## src/rtl/muldiv_pkg.sv

```systemverilog
// Shared definitions for the HI/LO multiply/divide unit.
// Holds the op encoding seen on the op port, the FSM state encoding and
// the helper that sizes the iteration counter from the operand width.
package muldiv_pkg;

    localparam logic [2:0] OP_MULT  = 3'd0;
    localparam logic [2:0] OP_MULTU = 3'd1;
    localparam logic [2:0] OP_DIV   = 3'd2;
    localparam logic [2:0] OP_DIVU  = 3'd3;
    localparam logic [2:0] OP_MTHI  = 3'd4;
    localparam logic [2:0] OP_MTLO  = 3'd5;

    typedef enum logic [2:0] {
        S_IDLE = 3'd0,
        S_MUL  = 3'd1,
        S_DIV  = 3'd2,
        S_FIX  = 3'd3,
        S_DONE = 3'd4
    } state_t;

    // Counter must be able to hold WIDTH-1 with headroom.
    function automatic int cnt_width(input int w);
        return $clog2(w) + 1;
    endfunction

endpackage

```

## src/rtl/muldiv_unit_div_step.sv

```systemverilog
// One restoring-division iteration.
// Ports:
//   rem      - current partial remainder (always < divisor, or divisor==0)
//   divisor  - divisor magnitude
//   in_bit   - next dividend bit, shifted in at the LSB
//   rem_next - remainder after the trial subtract
//   q_bit    - quotient bit (1 when the trial subtract did not borrow)
module div_step #(
    parameter int WIDTH = 32
) (
    input  logic [WIDTH-1:0] rem,
    input  logic [WIDTH-1:0] divisor,
    input  logic             in_bit,
    output logic [WIDTH-1:0] rem_next,
    output logic             q_bit
);

    logic [WIDTH:0] shifted;
    logic [WIDTH:0] diff;

    always_comb begin
        shifted  = {rem, in_bit};
        diff     = shifted - {1'b0, divisor};
        q_bit    = ~diff[WIDTH];
        // When no borrow, diff < divisor so it fits in WIDTH bits.
        rem_next = q_bit ? diff[WIDTH-1:0] : shifted[WIDTH-1:0];
    end

endmodule

```

## src/rtl/muldiv_unit.sv

```systemverilog
// Multi-cycle multiply/divide unit owning the HI/LO register pair.
// Executes MULT/MULTU (shift-add) and DIV/DIVU (restoring) in WIDTH
// iterations plus a sign-fix cycle, and MTHI/MTLO in a single cycle.
// Ports:
//   clk, rst_n   - clock, asynchronous active-low reset
//   start, op    - one-cycle request and operation, sampled only in IDLE
//   a, b         - rs/rt operands (only needed on the start cycle)
//   busy         - high while an iterative op is in flight
//   done         - one-cycle pulse when hi/lo first show a new result
//   hi, lo       - HI/LO registers
//   div_by_zero  - sticky flag from DIV/DIVU with b==0, cleared on next op
module muldiv_unit
    import muldiv_pkg::*;
#(
    parameter int WIDTH = 32
) (
    input  logic             clk,
    input  logic             rst_n,
    input  logic             start,
    input  logic [2:0]       op,
    input  logic [WIDTH-1:0] a,
    input  logic [WIDTH-1:0] b,
    output logic             busy,
    output logic             done,
    output logic [WIDTH-1:0] hi,
    output logic [WIDTH-1:0] lo,
    output logic             div_by_zero
);

    localparam int CNT_W = cnt_width(WIDTH);
    localparam logic [CNT_W-1:0] LAST = CNT_W'(WIDTH - 1);

    state_t             state;
    logic [CNT_W-1:0]   cnt;
    // acc/mplier form the 2*WIDTH product register for multiply, and the
    // remainder / dividend-becoming-quotient pair for divide.
    logic [WIDTH-1:0]   acc;
    logic [WIDTH-1:0]   mplier;
    logic [WIDTH-1:0]   mcand;   // multiplicand or divisor magnitude
    logic               is_div;
    logic               neg_lo;  // product sign (mul) or quotient sign (div)
    logic               neg_hi;  // remainder sign (div only)

    logic               signed_op;
    logic [WIDTH:0]     mul_sum;
    logic [WIDTH-1:0]   step_rem;
    logic               step_q;
    logic [2*WIDTH-1:0] prod;

    function automatic logic [WIDTH-1:0] mag(input logic [WIDTH-1:0] v,
                                             input logic sgn);
        return (sgn && v[WIDTH-1]) ? -v : v;
    endfunction

    always_comb begin
        signed_op = (op == OP_MULT) || (op == OP_DIV);
        mul_sum   = {1'b0, acc} + {1'b0, (mplier[0] ? mcand : {WIDTH{1'b0}})};
        prod      = {acc, mplier};
    end

    div_step #(.WIDTH(WIDTH)) u_div_step (
        .rem      (acc),
        .divisor  (mcand),
        .in_bit   (mplier[WIDTH-1]),
        .rem_next (step_rem),
        .q_bit    (step_q)
    );

    always_ff @(posedge clk or negedge rst_n) begin
        if (!rst_n) begin
            state       <= S_IDLE;
            cnt         <= '0;
            acc         <= '0;
            mplier      <= '0;
            mcand       <= '0;
            is_div      <= 1'b0;
            neg_lo      <= 1'b0;
            neg_hi      <= 1'b0;
            busy        <= 1'b0;
            done        <= 1'b0;
            hi          <= '0;
            lo          <= '0;
            div_by_zero <= 1'b0;
        end else begin
            case (state)
                S_IDLE: begin
                    done <= 1'b0;
                    if (start) begin
                        case (op)
                            OP_MULT, OP_MULTU, OP_DIV, OP_DIVU: begin
                                mplier      <= mag(a, signed_op);
                                mcand       <= mag(b, signed_op);
                                acc         <= '0;
                                cnt         <= '0;
                                busy        <= 1'b1;
                                neg_lo      <= signed_op && (a[WIDTH-1] ^ b[WIDTH-1]);
                                is_div      <= (op == OP_DIV) || (op == OP_DIVU);
                                neg_hi      <= (op == OP_DIV) && a[WIDTH-1];
                                div_by_zero <= ((op == OP_DIV) || (op == OP_DIVU)) && (b == '0);
                                state       <= ((op == OP_DIV) || (op == OP_DIVU)) ? S_DIV : S_MUL;
                            end
                            OP_MTHI: begin
                                hi          <= a;
                                div_by_zero <= 1'b0;
                            end
                            OP_MTLO: begin
                                lo          <= a;
                                div_by_zero <= 1'b0;
                            end
                            default: ;
                        endcase
                    end
                end
                S_MUL: begin
                    // Add, then shift {carry,acc,mplier} right by one.
                    acc    <= mul_sum[WIDTH:1];
                    mplier <= {mul_sum[0], mplier[WIDTH-1:1]};
                    cnt    <= cnt + 1'b1;
                    if (cnt == LAST) state <= S_FIX;
                end
                S_DIV: begin
                    acc    <= step_rem;
                    mplier <= {mplier[WIDTH-2:0], step_q};
                    cnt    <= cnt + 1'b1;
                    if (cnt == LAST) state <= S_FIX;
                end
                S_FIX: begin
                    if (is_div) begin
                        // With a zero divisor the remainder equals |a| and
                        // neg_hi is a's sign, so this reproduces the original a.
                        hi <= neg_hi ? -acc : acc;
                        lo <= div_by_zero ? {WIDTH{1'b1}} : (neg_lo ? -mplier : mplier);
                    end else begin
                        {hi, lo} <= neg_lo ? -prod : prod;
                    end
                    done  <= 1'b1;
                    state <= S_DONE;
                end
                S_DONE: begin
                    done  <= 1'b0;
                    busy  <= 1'b0;
                    state <= S_IDLE;
                end
                default: begin
                    busy  <= 1'b0;
                    done  <= 1'b0;
                    state <= S_IDLE;
                end
            endcase
        end
    end

endmodule

```

## config.mk

```make
export PLATFORM = sky130hd
export DESIGN_NAME = muldiv_unit
export DESIGN_NICKNAME = d
export VERILOG_FILES = /design/src/rtl/muldiv_pkg.sv /design/src/rtl/muldiv_unit_div_step.sv /design/src/rtl/muldiv_unit.sv
export SDC_FILE = /design/constraint.sdc
export NUM_CORES = 1
export LEC_CHECK = 0
export BUFFER_PORTS_ARGS = -buffer_cell sky130_fd_sc_hd__buf_2
export CAP_MARGIN = 40
export CORE_UTILIZATION = 40
export CTS_CLUSTER_SIZE = 8
export DETAILED_ROUTE_END_ITERATION = 8
export PLACE_DENSITY = 0.56
export SLEW_MARGIN = 20
export SYNTH_ARGS = -nofsm -noshare
export SYNTH_HDL_FRONTEND = slang
export SYNTH_SLANG_ARGS = --single-unit
```

## constraint.sdc

```tcl
create_clock -name clk -period 4.8 [get_ports clk]
set_input_delay 0.96 -clock clk [delete_from_list [all_inputs] [get_ports clk]]
set_output_delay 0.96 -clock clk [all_outputs]
set_load 0.02 [all_outputs]
```

==> summary.txt, run 1 <==
MIN PATH
-----------------------------------------------------------------------------------------------------------------
Worst min path class ...............................................................................   reg -> reg
Worst-case hold path end point ..................................................................... lo[17]$_DFFE_PN0P_
Hold path depth ....................................................................................            2
Hold Crit Start .................................................................................... lo[17]$_DFFE_PN0P_

FLOORPLANNING
-----------------------------------------------------------------------------------------------------------------
Die outline width .................................................................................. 188.7 microns
CORE AREA ..........................................................................................  34460 sq um
Placement row count ................................................................................           68
Die Ht ............................................................................................. 188.7 microns
Initial cell density of the core ...................................................................       40.46%
Ports placed on the boundary .......................................................................          137
Overall die area ...................................................................................  35600 sq um

PLACED DESIGN
-----------------------------------------------------------------------------------------------------------------
Placer Congestion ..................................................................................       0.9349
DPL Wire Length .................................................................................... 34200 microns
# port buffers .....................................................................................          136

GLOBAL ROUTE
-----------------------------------------------------------------------------------------------------------------
Maximum number of pins on one net before global-route repair .......................................           76
Wire length of the first global-routing pass ....................................................... 70100 microns
Antenna violations before repair ...................................................................            0
Via count of the first global-routing pass .........................................................        12550
Remaining global-route overflow ....................................................................            0
GRT Util Overall ...................................................................................       24.97%

CLOCKING
-----------------------------------------------------------------------------------------------------------------
Post-CTS Hold Buffers ..............................................................................            0
Maximum number of buffers from clock root to sink ..................................................            2
Total number of clock tree sinks ...................................................................          175
Number of H-tree levels ............................................................................            4
Cell at the root of the clock tree .................................................................    clkbuf_16
Resized Gates After CTS ............................................................................            0
Worst-Skew Late Latency ............................................................................      0.45 ns
Post-CTS setup-driven buffer insertion count .......................................................            0
Clock-pin slew on the worst setup and hold paths ...................................................      0.07 ns
CTS Buf Count ......................................................................................           17
TritonCTS clock tree ...............................................................................          yes

STA
-----------------------------------------------------------------------------------------------------------------
Shortest clock period the worst path allows after layout ...........................................     4.141 ns
Total negative slack for setup checks ..............................................................         0 ns
Total of endpoints with negative setup slack in the final report ...................................            0
Fmax ...............................................................................................    241.5 MHz
Final-report max-slew violation count ..............................................................            0
Worst relative slew slack ..........................................................................       49.16%
Actual transition at the worst max-transition pin ..................................................    0.7547 ns
Worst clock skew ...................................................................................   0.01536 ns
Unrepaired setup endpoints after global routing ....................................................           no
Fraction of the cycle the final worst path needs ...................................................       86.26%
Final hold vios ....................................................................................            0
Hold Worst Slack ...................................................................................    0.4728 ns

YOSYS
-----------------------------------------------------------------------------------------------------------------
Synth Cell Area ....................................................................................  13940 sq um
Multiplexer fraction of the synthesized cell area ..................................................       1.508%
Post-synthesis simple-gate area fraction ...........................................................       17.94%
Flops & latches, synth .............................................................................          175
Total number of yosys warnings .....................................................................            0
Net count after synthesis ..........................................................................         1873
Number of synthesized flops with an enable pin .....................................................            0
Biggest area consumer among synthesized cells ......................................................      dfrtp_1
Share of the synthesized area in compound gates (AO/OA/AOI/OAI) ....................................       26.64%
Arithmetic-cell share of the synthesized area counting full adders, half adders and majority gates .       6.480%
Post-synthesis area per instance ...................................................................  8.049 sq um
Leading cell types by total area after synthesis ................................................... dfrtp_1, xnor2_1, o21ai_0, ha_1, nand2_1
Share of the synthesized netlist area taken by xor and xnor gates ..................................       11.36%
Ys flop type .......................................................................................      dfrtp_1
Area share of the leading cell type in the synthesized netlist .....................................       31.41%
Share of flip-flops with an asynchronous set or reset ..............................................       100.0%
Post-Syn Instances .................................................................................         1732
Dominant combinational cell family by area after synthesis ......................................... compound AO/OA/AOI/OAI gates
Part of the Yosys area used for sequential elements ................................................       31.41%
Synth unique cells .................................................................................           85

POWER AND IR DROP
-----------------------------------------------------------------------------------------------------------------
LEAKAGE ............................................................................................     6.772 nW
Worst VDD drop .....................................................................................     348.1 uV
Share of total power in the clock network ..........................................................        11.6%
Total power per unit cell area ..................................................................... 809.6 nW/um^2
Sequential share of power ..........................................................................        24.6%
Combinational share of power .......................................................................        63.8%
Sw Share ...........................................................................................       50.98%
Internal power .....................................................................................   0.006231 W
Switch Pwr .........................................................................................   0.006481 W

DETAILED ROUTING
-----------------------------------------------------------------------------------------------------------------
Number of iterations in the first detailed-routing pass ............................................            6
Average wire length per cell after detail routing .................................................. 19.27 microns
Number of nets with antenna violations after detailed routing ......................................            0
Total via count after detailed routing .............................................................        13100
Post-Route WL ...................................................................................... 43970 microns
Number of remaining DRC errors .....................................................................            0
Via-per-instance ratio .............................................................................        5.741
Detailed Route Iter0 Violations ....................................................................         1064

WORST SETUP PATH
-----------------------------------------------------------------------------------------------------------------
Data arrival time of the critical path .............................................................      4.46 ns
Data required, critical path .......................................................................      5.11 ns
End of the worst register-to-register path ......................................................... acc[2]$_DFFE_PN0P_
Endpoint type of the worst setup path ..............................................................     register
Reg2reg setup slack ................................................................................      0.66 ns
Startpoint of the worst register-to-register path .................................................. mplier[31]$_DFFE_PN0P_
Largest fanout of any net on the critical path .....................................................           16
Start-to-end type of the worst setup path ..........................................................   reg -> reg
Worst reg2reg path depth ...........................................................................           15
Critical path startpoint category ..................................................................     register

STATUS
-----------------------------------------------------------------------------------------------------------------
Run status ......................................................................................... complete, no violations

FINISH
-----------------------------------------------------------------------------------------------------------------
Most used cells in the layout excluding fill and tap cells ......................................... nand2_1, o21ai_0, dfrtp_1, a21oi_1, nor2_1
Share of post-route cells with drive strength above 1 ..............................................       12.75%
Area grow syn2layout ...............................................................................       12.63%
Net count, final ...................................................................................         1956
Number of diodes added for antenna fixing ..........................................................            0
Most common cell after layout, fill and taps aside .................................................      nand2_1

RUN
-----------------------------------------------------------------------------------------------------------------
Max-cap check violation count ......................................................................            0

==> Yosys cell counts (all sizes together) (12+ instances only) <==
cell type and n:
o21ai 208, nand2 204, dfrtp 175, a21oi 141
nor2 139, xnor2 123, clkbuf 94, ha 69
inv 64, xor2 57, a22oi 35, o22ai 35
nor3 31, a31oi 22, mux2i 21, nand2b 21
nor4 20, o31ai 20, a21o 18, a222oi 15
nand3 15, o221ai 15, o41ai 15, or3 15
nand4 13, a211oi 12, or4 12
==> critical path, cell delays in order (launching register included) <==
cell and delay (ns):
dfrtp_1 0.49, inv_1 0.10, ha_1 0.22, fa_1 0.39, nand2b_1 0.20, a21oi_1 0.25
nor4_2 0.12, o31ai_2 0.35, a41oi_1 0.22, o31ai_2 0.47, xor2_4 0.42, buf_4 0.33
buf_4 0.17, nor2_1 0.04, a31oi_1 0.13, o21ai_0 0.09
==> logic make-up after synthesis <==
family                   count (synthesis)
XOR/XNOR                               180
buffers and inverters                  167
multiplexers                            21
AND/OR/NAND/NOR                        525
adder cells (fa/ha/maj)                 71
AO/OA/AOI/OAI                          593
flip-flops                             175
==> area by class of cell <==
type / count / area (sq um)
fill: 3510 / 18760
multi-input combinational: 1390 / 8966
sequential: 175 / 4379
timing repair buffer: 167 / 939.7
tap: 455 / 569.3
clock buffer: 21 / 470.5
inverter: 64 / 240.2
clock inverter: 10 / 136.4
==> per-stage QoR <==
step	total power, W	area (sq um)	setup slack [ns]	utilization [%]	std cells
4_1_cts	0.01266	15690	0.7008	45.53	2281
6_report	0.01271	15700	0.6594	45.57	2282
3_5_place_dp	0.01116	15080	0.7283	43.77	2250
5_1_grt	0.01377	15700	0.3723	45.57	2282
3_3_place_gp	0.01110	15070	0.7353	43.74	2249
2_1_floorplan	0.008879	13940	1.376	-	1732
==> metal layers <==
layer	wire (microns)	share of wire [%]	up-vias	global-route usage, %
met1	20750	47	6161	34.95
met5	0	0	-	0
met2	19890	45	443	40.07
li1	-	-	6447	-
met4	1016	2.3	0	7.971
met3	2307	5.2	51	2.775
==> state kept, by name, summed over array words and instances (netlist names) <==
name / cells
state: 3
hi: 32
mplier: 32
done: 1
neg_lo: 1
div_by_zero: 1
is_div: 1
neg_hi: 1
acc: 32
mcand: 32
lo: 32
busy: 1
cnt: 6
==> how the worst max path moves through the flow <==
| stage | start | endpoint | cells past startpoint |
|---|---|---|---|
| after floorplan | mplier[31]$_DFFE_PN0P_ | acc[24]$_DFFE_PN0P_ | 13 |
| after global placement | mplier[31]$_DFFE_PN0P_ | acc[2]$_DFFE_PN0P_ | 15 |
| after detailed placement | mplier[31]$_DFFE_PN0P_ | acc[2]$_DFFE_PN0P_ | 15 |
| after CTS | mplier[31]$_DFFE_PN0P_ | acc[2]$_DFFE_PN0P_ | 15 |
| after global routing | mplier[31]$_DFFE_PN0P_ | acc[3]$_DFFE_PN0P_ | 15 |
| final | mplier[31]$_DFFE_PN0P_ | acc[2]$_DFFE_PN0P_ | 15 |
==> power by group through the flow <==
stage / Combinational (W) / Sequential, W / Clock [W]
finish: 0.00811 / 0.00313 / 0.00148
global route: 0.00899 / 0.00322 / 0.00155
CTS: 0.00805 / 0.00311 / 0.00150
detailed placement: 0.00802 / 0.00314 / 0
global placement: 0.00799 / 0.00311 / 0
floorplan: 0.00583 / 0.00305 / 0
(Power assumes the default switching activity.)
==> inputs of run 2 (changes only) <==
--- a/config.mk
+++ b/config.mk
@@ -10,8 +10,9 @@
 export CORE_UTILIZATION = 40
 export CTS_CLUSTER_SIZE = 8
 export DETAILED_ROUTE_END_ITERATION = 8
-export PLACE_DENSITY = 0.56
+export PLACE_DENSITY = 0.55
 export SLEW_MARGIN = 20
 export SYNTH_ARGS = -nofsm -noshare
 export SYNTH_HDL_FRONTEND = slang
+export SYNTH_HIERARCHICAL = 1
 export SYNTH_SLANG_ARGS = --single-unit
==> run 2 against run 1 <==
Core utilization is 0.38 points lower. Register-to-register slack improved by 0.11 ns. Routed wire length rose by 16%. Sequential power fell by 4%. Highest routed layer unchanged. Global-route usage rose by 2.0 points. Sequential share of layout area fell by 1.4 points.
==> summary.txt, run 2 <==
STATUS
-----------------------------------------------------------------------------------------------------------------
Run status ......................................................................................... complete, no violations

WORST SETUP PATH
-----------------------------------------------------------------------------------------------------------------
Data required, critical path .......................................................................      5.11 ns   about the same
Crit-path leading delay family ..................................................................... compound AO/OA/AOI/OAI gates
Endpoint type of the worst setup path ..............................................................     register
Largest stage delay, worst path ....................................................................      0.56 ns   +0.07 ns
Data arrival time of the critical path .............................................................      4.35 ns   -0.11 ns
Startpoint of the worst register-to-register path .................................................. acc[0]$_DFFE_PN0P_
Cell with the largest stage delay on the worst path ................................................      dfrtp_1
Worst reg2reg path depth ...........................................................................           14   -1
Critical path startpoint category ..................................................................     register
Number of cells on the critical path ...............................................................           14   -1
Largest fanout of any net on the critical path .....................................................           24   +8
Critical path origin ............................................................................... acc[0]$_DFFE_PN0P_
Start-to-end type of the worst setup path ..........................................................   reg -> reg
End of the worst register-to-register path ......................................................... acc[27]$_DFFE_PN0P_
Crit path to ....................................................................................... acc[27]$_DFFE_PN0P_
Reg2reg setup slack ................................................................................      0.77 ns   +0.11 ns
Critical Path, Cell by Cell ........................................................................ inv_1 -> fa_1 -> and2b_1 -> o2111ai_2 -> a21oi_2 -> o2111ai_1 -> a211oi_2 -> nor2_4 -> mux2i_4 -> and2_4 -> inv_8 -> mux2_4 -> a222oi_1 -> o211ai_1
Number of buffers and inverters on the critical path ...............................................            2   -1

FINISH
-----------------------------------------------------------------------------------------------------------------
Area grow syn2layout ...............................................................................       10.93%
Share of post-route cells with drive strength above 1 ..............................................       14.01%   +1.3 points
Number of diodes added for antenna fixing ..........................................................            0   unchanged
Fill cells .........................................................................................         3782   +7.7%
Most common cell after layout, fill and taps aside .................................................      o21ai_0
Most used cells in the layout excluding fill and tap cells ......................................... o21ai_0, nand2_1, dfrtp_1, buf_2, a21oi_1
Multi-input logic area .............................................................................   9776 sq um   +9.0%
Final std cells w/o fill ...........................................................................         2416   +5.9%
Post-route cell area ...............................................................................  16540 sq um   +5.4%
Area used by sequential logic in the layout ........................................................   4379 sq um   unchanged
Net count, final ...................................................................................         2076   +6.1%

POWER AND IR DROP
-----------------------------------------------------------------------------------------------------------------
Worst VDD drop .....................................................................................     348.2 uV   about the same
Total power per unit cell area ..................................................................... 744.3 nW/um^2   -8.1%
LEAKAGE ............................................................................................     7.105 nW   +4.9%

CLOCKING
-----------------------------------------------------------------------------------------------------------------
Maximum number of buffers from clock root to sink ..................................................            2   unchanged
TritonCTS clock tree ...............................................................................          yes
Post-CTS setup-driven buffer insertion count .......................................................            0   unchanged
Post-CTS Hold Buffers ..............................................................................            0   unchanged
Number of H-tree levels ............................................................................            4   unchanged
Worst-Skew Late Latency ............................................................................      0.47 ns   +0.02 ns
Cell at the root of the clock tree .................................................................    clkbuf_16
Resized Gates After CTS ............................................................................            0   unchanged
Clock-pin slew on the worst setup and hold paths ...................................................      0.07 ns   about the same
CTS Buf Count ......................................................................................           17   unchanged
Total number of clock tree sinks ...................................................................          175   unchanged

PLACED DESIGN
-----------------------------------------------------------------------------------------------------------------
DPL Wire Length .................................................................................... 38730 microns   +13%
Placed Instances ...................................................................................         2382   +5.9%
Placer Congestion ..................................................................................       0.9568   +2.3%
# port buffers .....................................................................................          136   unchanged
Placed standard-cell area ..........................................................................  15980 sq um   +5.9%

YOSYS
-----------------------------------------------------------------------------------------------------------------
Post-synthesis simple-gate area fraction ...........................................................       20.03%   +2.1 points
Part of the Yosys area used for sequential elements ................................................       29.36%   -2.1 points
Most frequent cell after synthesis .................................................................      o21ai_0
Arithmetic-cell share of the synthesized area counting full adders, half adders and majority gates .       6.057%   -0.42 points
Total number of yosys warnings .....................................................................            6   +6
Share of flip-flops with an asynchronous set or reset ..............................................       100.0%   unchanged
Flops & latches, synth .............................................................................          175   unchanged
Multiplexer fraction of the synthesized cell area ..................................................       2.500%   +0.99 points
Share of the synthesized area in compound gates (AO/OA/AOI/OAI) ....................................       26.86%   +0.22 points
Synth unique cells .................................................................................           90   +5.9%
Number of synthesized flops with an enable pin .....................................................            0   unchanged
Area share of the leading cell type in the synthesized netlist .....................................       29.36%   -2.1 points
Synth Cell Area ....................................................................................  14910 sq um   +7.0%
Leading cell types by total area after synthesis ................................................... dfrtp_1, o21ai_0, ha_1, xor2_1, nand2_1
Post-Syn Instances .................................................................................         1862   +7.5%
Biggest area consumer among synthesized cells ......................................................      dfrtp_1
Net count after synthesis ..........................................................................         2003   +6.9%
Ys flop type .......................................................................................      dfrtp_1
Share of the synthesized netlist area taken by xor and xnor gates ..................................       9.983%   -1.4 points
Post-synthesis area per instance ...................................................................  8.010 sq um   -0.49%
Top post-synthesis cells by count .................................................................. o21ai_0, nand2_1, dfrtp_1, a21oi_1, nor2_1
Dominant combinational cell family by area after synthesis ......................................... compound AO/OA/AOI/OAI gates

GLOBAL ROUTE
-----------------------------------------------------------------------------------------------------------------
GRT Util Overall ...................................................................................       26.94%   +2.0 points
Wire length of the first global-routing pass ....................................................... 80300 microns   +15%
Maximum number of pins on one net before global-route repair .......................................           70   -7.9%
Via count of the first global-routing pass .........................................................        13830   +10%
Remaining global-route overflow ....................................................................            0   unchanged
Antenna violations before repair ...................................................................            0   unchanged

STA
-----------------------------------------------------------------------------------------------------------------
Total negative slack for setup checks ..............................................................         0 ns   unchanged
Shortest clock period the worst path allows after layout ...........................................     4.035 ns   -0.1057 ns
Unrepaired setup endpoints after global routing ....................................................           no
Worst relative slew slack ..........................................................................       42.24%   -6.9 points
Fraction of the cycle the final worst path needs ...................................................       84.06%   -2.2 points
Worst clock skew ...................................................................................   0.01394 ns   -0.001417 ns
Final-report max-slew violation count ..............................................................            0   unchanged
Hold Worst Slack ...................................................................................    0.4202 ns   -0.05266 ns
Total of endpoints with negative setup slack in the final report ...................................            0   unchanged
Actual transition at the worst max-transition pin ..................................................    0.8647 ns   +0.1100 ns
Final hold vios ....................................................................................            0   unchanged
Fmax ...............................................................................................    247.8 MHz   +2.6%

DETAILED ROUTING
-----------------------------------------------------------------------------------------------------------------
Number of iterations in the first detailed-routing pass ............................................            7   +1
Number of remaining DRC errors .....................................................................            0   unchanged
Via-per-instance ratio .............................................................................        6.071   +5.7%
Detailed Route Iter0 Violations ....................................................................         1042   -2.1%
Post-Route WL ...................................................................................... 51130 microns   +16%
Average wire length per cell after detail routing .................................................. 21.16 microns   +9.8%
Total via count after detailed routing .............................................................        14670   +12%
Number of nets with antenna violations after detailed routing ......................................            0   unchanged

MIN PATH
-----------------------------------------------------------------------------------------------------------------
Worst min path class ...............................................................................  in -> async

FLOORPLANNING
-----------------------------------------------------------------------------------------------------------------
Placement row count ................................................................................           70   +2.9%
CORE AREA ..........................................................................................  36610 sq um   +6.2%
Ports placed on the boundary .......................................................................          137   unchanged
Initial cell density of the core ...................................................................       40.74%   +0.28 points
Die Ht ............................................................................................. 195.1 microns   +3.4%
Die outline width .................................................................................. 195.1 microns   +3.4%
Overall die area ...................................................................................  38060 sq um   +6.9%

RUN
-----------------------------------------------------------------------------------------------------------------
Max-cap check violation count ......................................................................            0   unchanged

run 2: cell types whose count changed after synthesis, sizes merged, moves of 17 or more:
cell | previous run | this run
xnor2 | 123 | 79
xor2 | 57 | 91
and2 | 9 | 41
nand3 | 15 | 44
mux2 | 0 | 23
nor2 | 139 | 119
a21o | 18 | 36
mux2i | 21 | 3
a21oi | 141 | 124
nor3 | 31 | 48
run 2: how the worst min path moves through the flow:
| stage | end | slack (ns) | depth (start not counted) |
|---|---|---|---|
| final | mplier[4]$_DFFE_PN0P_ | 0.42 | 1 |
| after global routing | mplier[7]$_DFFE_PN0P_ | 0.45 | 1 |
| after CTS | lo[5]$_DFFE_PN0P_ | 0.43 | 1 |
| after detailed placement | lo[14]$_DFFE_PN0P_ | 0.46 | 2 |
| after global placement | lo[13]$_DFFE_PN0P_ | 0.46 | 2 |
| after floorplan | mcand[31]$_DFFE_PN0P_ | 0.46 | 2 |
run 2: final cells by class:
class	count	area share [%]
inverters	58	1.361
flip-flops and latches	175	26.47
multi-input cells	1508	59.09
well taps	468	3.539
clock buffers	20	2.700
repair buffers	175	6.179
clock inverters	12	0.6655
run 2: worst register-to-register path, cell delays in order, from the launching register on:
cell       delay, ns
dfrtp_1         0.56
inv_1           0.12
fa_1            0.45
and2b_1         0.24
o2111ai_2       0.14
a21oi_2         0.23
o2111ai_1       0.24
a211oi_2        0.34
nor2_4          0.11
mux2i_4         0.33
and2_4          0.31
inv_8           0.13
mux2_4          0.32
a222oi_1        0.24
o211ai_1        0.13
run 2: kinds of logic after synthesis:
logic type,Yosys count
AND/OR/NAND/NOR,608
AO/OA/AOI/OAI,633
multiplexers,26
flip-flops,175
adder cells (fa/ha/maj),71
buffers and inverters,179
XOR/XNOR,170
run 2: power by group:
group,switching (W),internal (W)
clock,0.000666,0.000732
combinational,0.00472,0.00320
sequential,0.000852,0.00214
run 2: routing by layer:
metal	wire [microns]	track usage [%]	vias to the layer above
met2	23720	43.84	548
li1	-	-	6976
met1	22790	36.34	7058
met3	2943	3.057	86
met5	0	0	-
met4	1668	10.94	0
run 2: stage by stage:
stage	setup WS, ns	total power (W)	utilization [%]
3_5_place_dp	0.7725	0.01081	43.64
3_3_place_gp	0.8123	0.01073	43.45
5_1_grt	0.5355	0.01323	45.19
6_report	0.7651	0.01231	45.19
2_1_floorplan	1.142	0.008782	-
4_1_cts	0.7432	0.01225	45.16
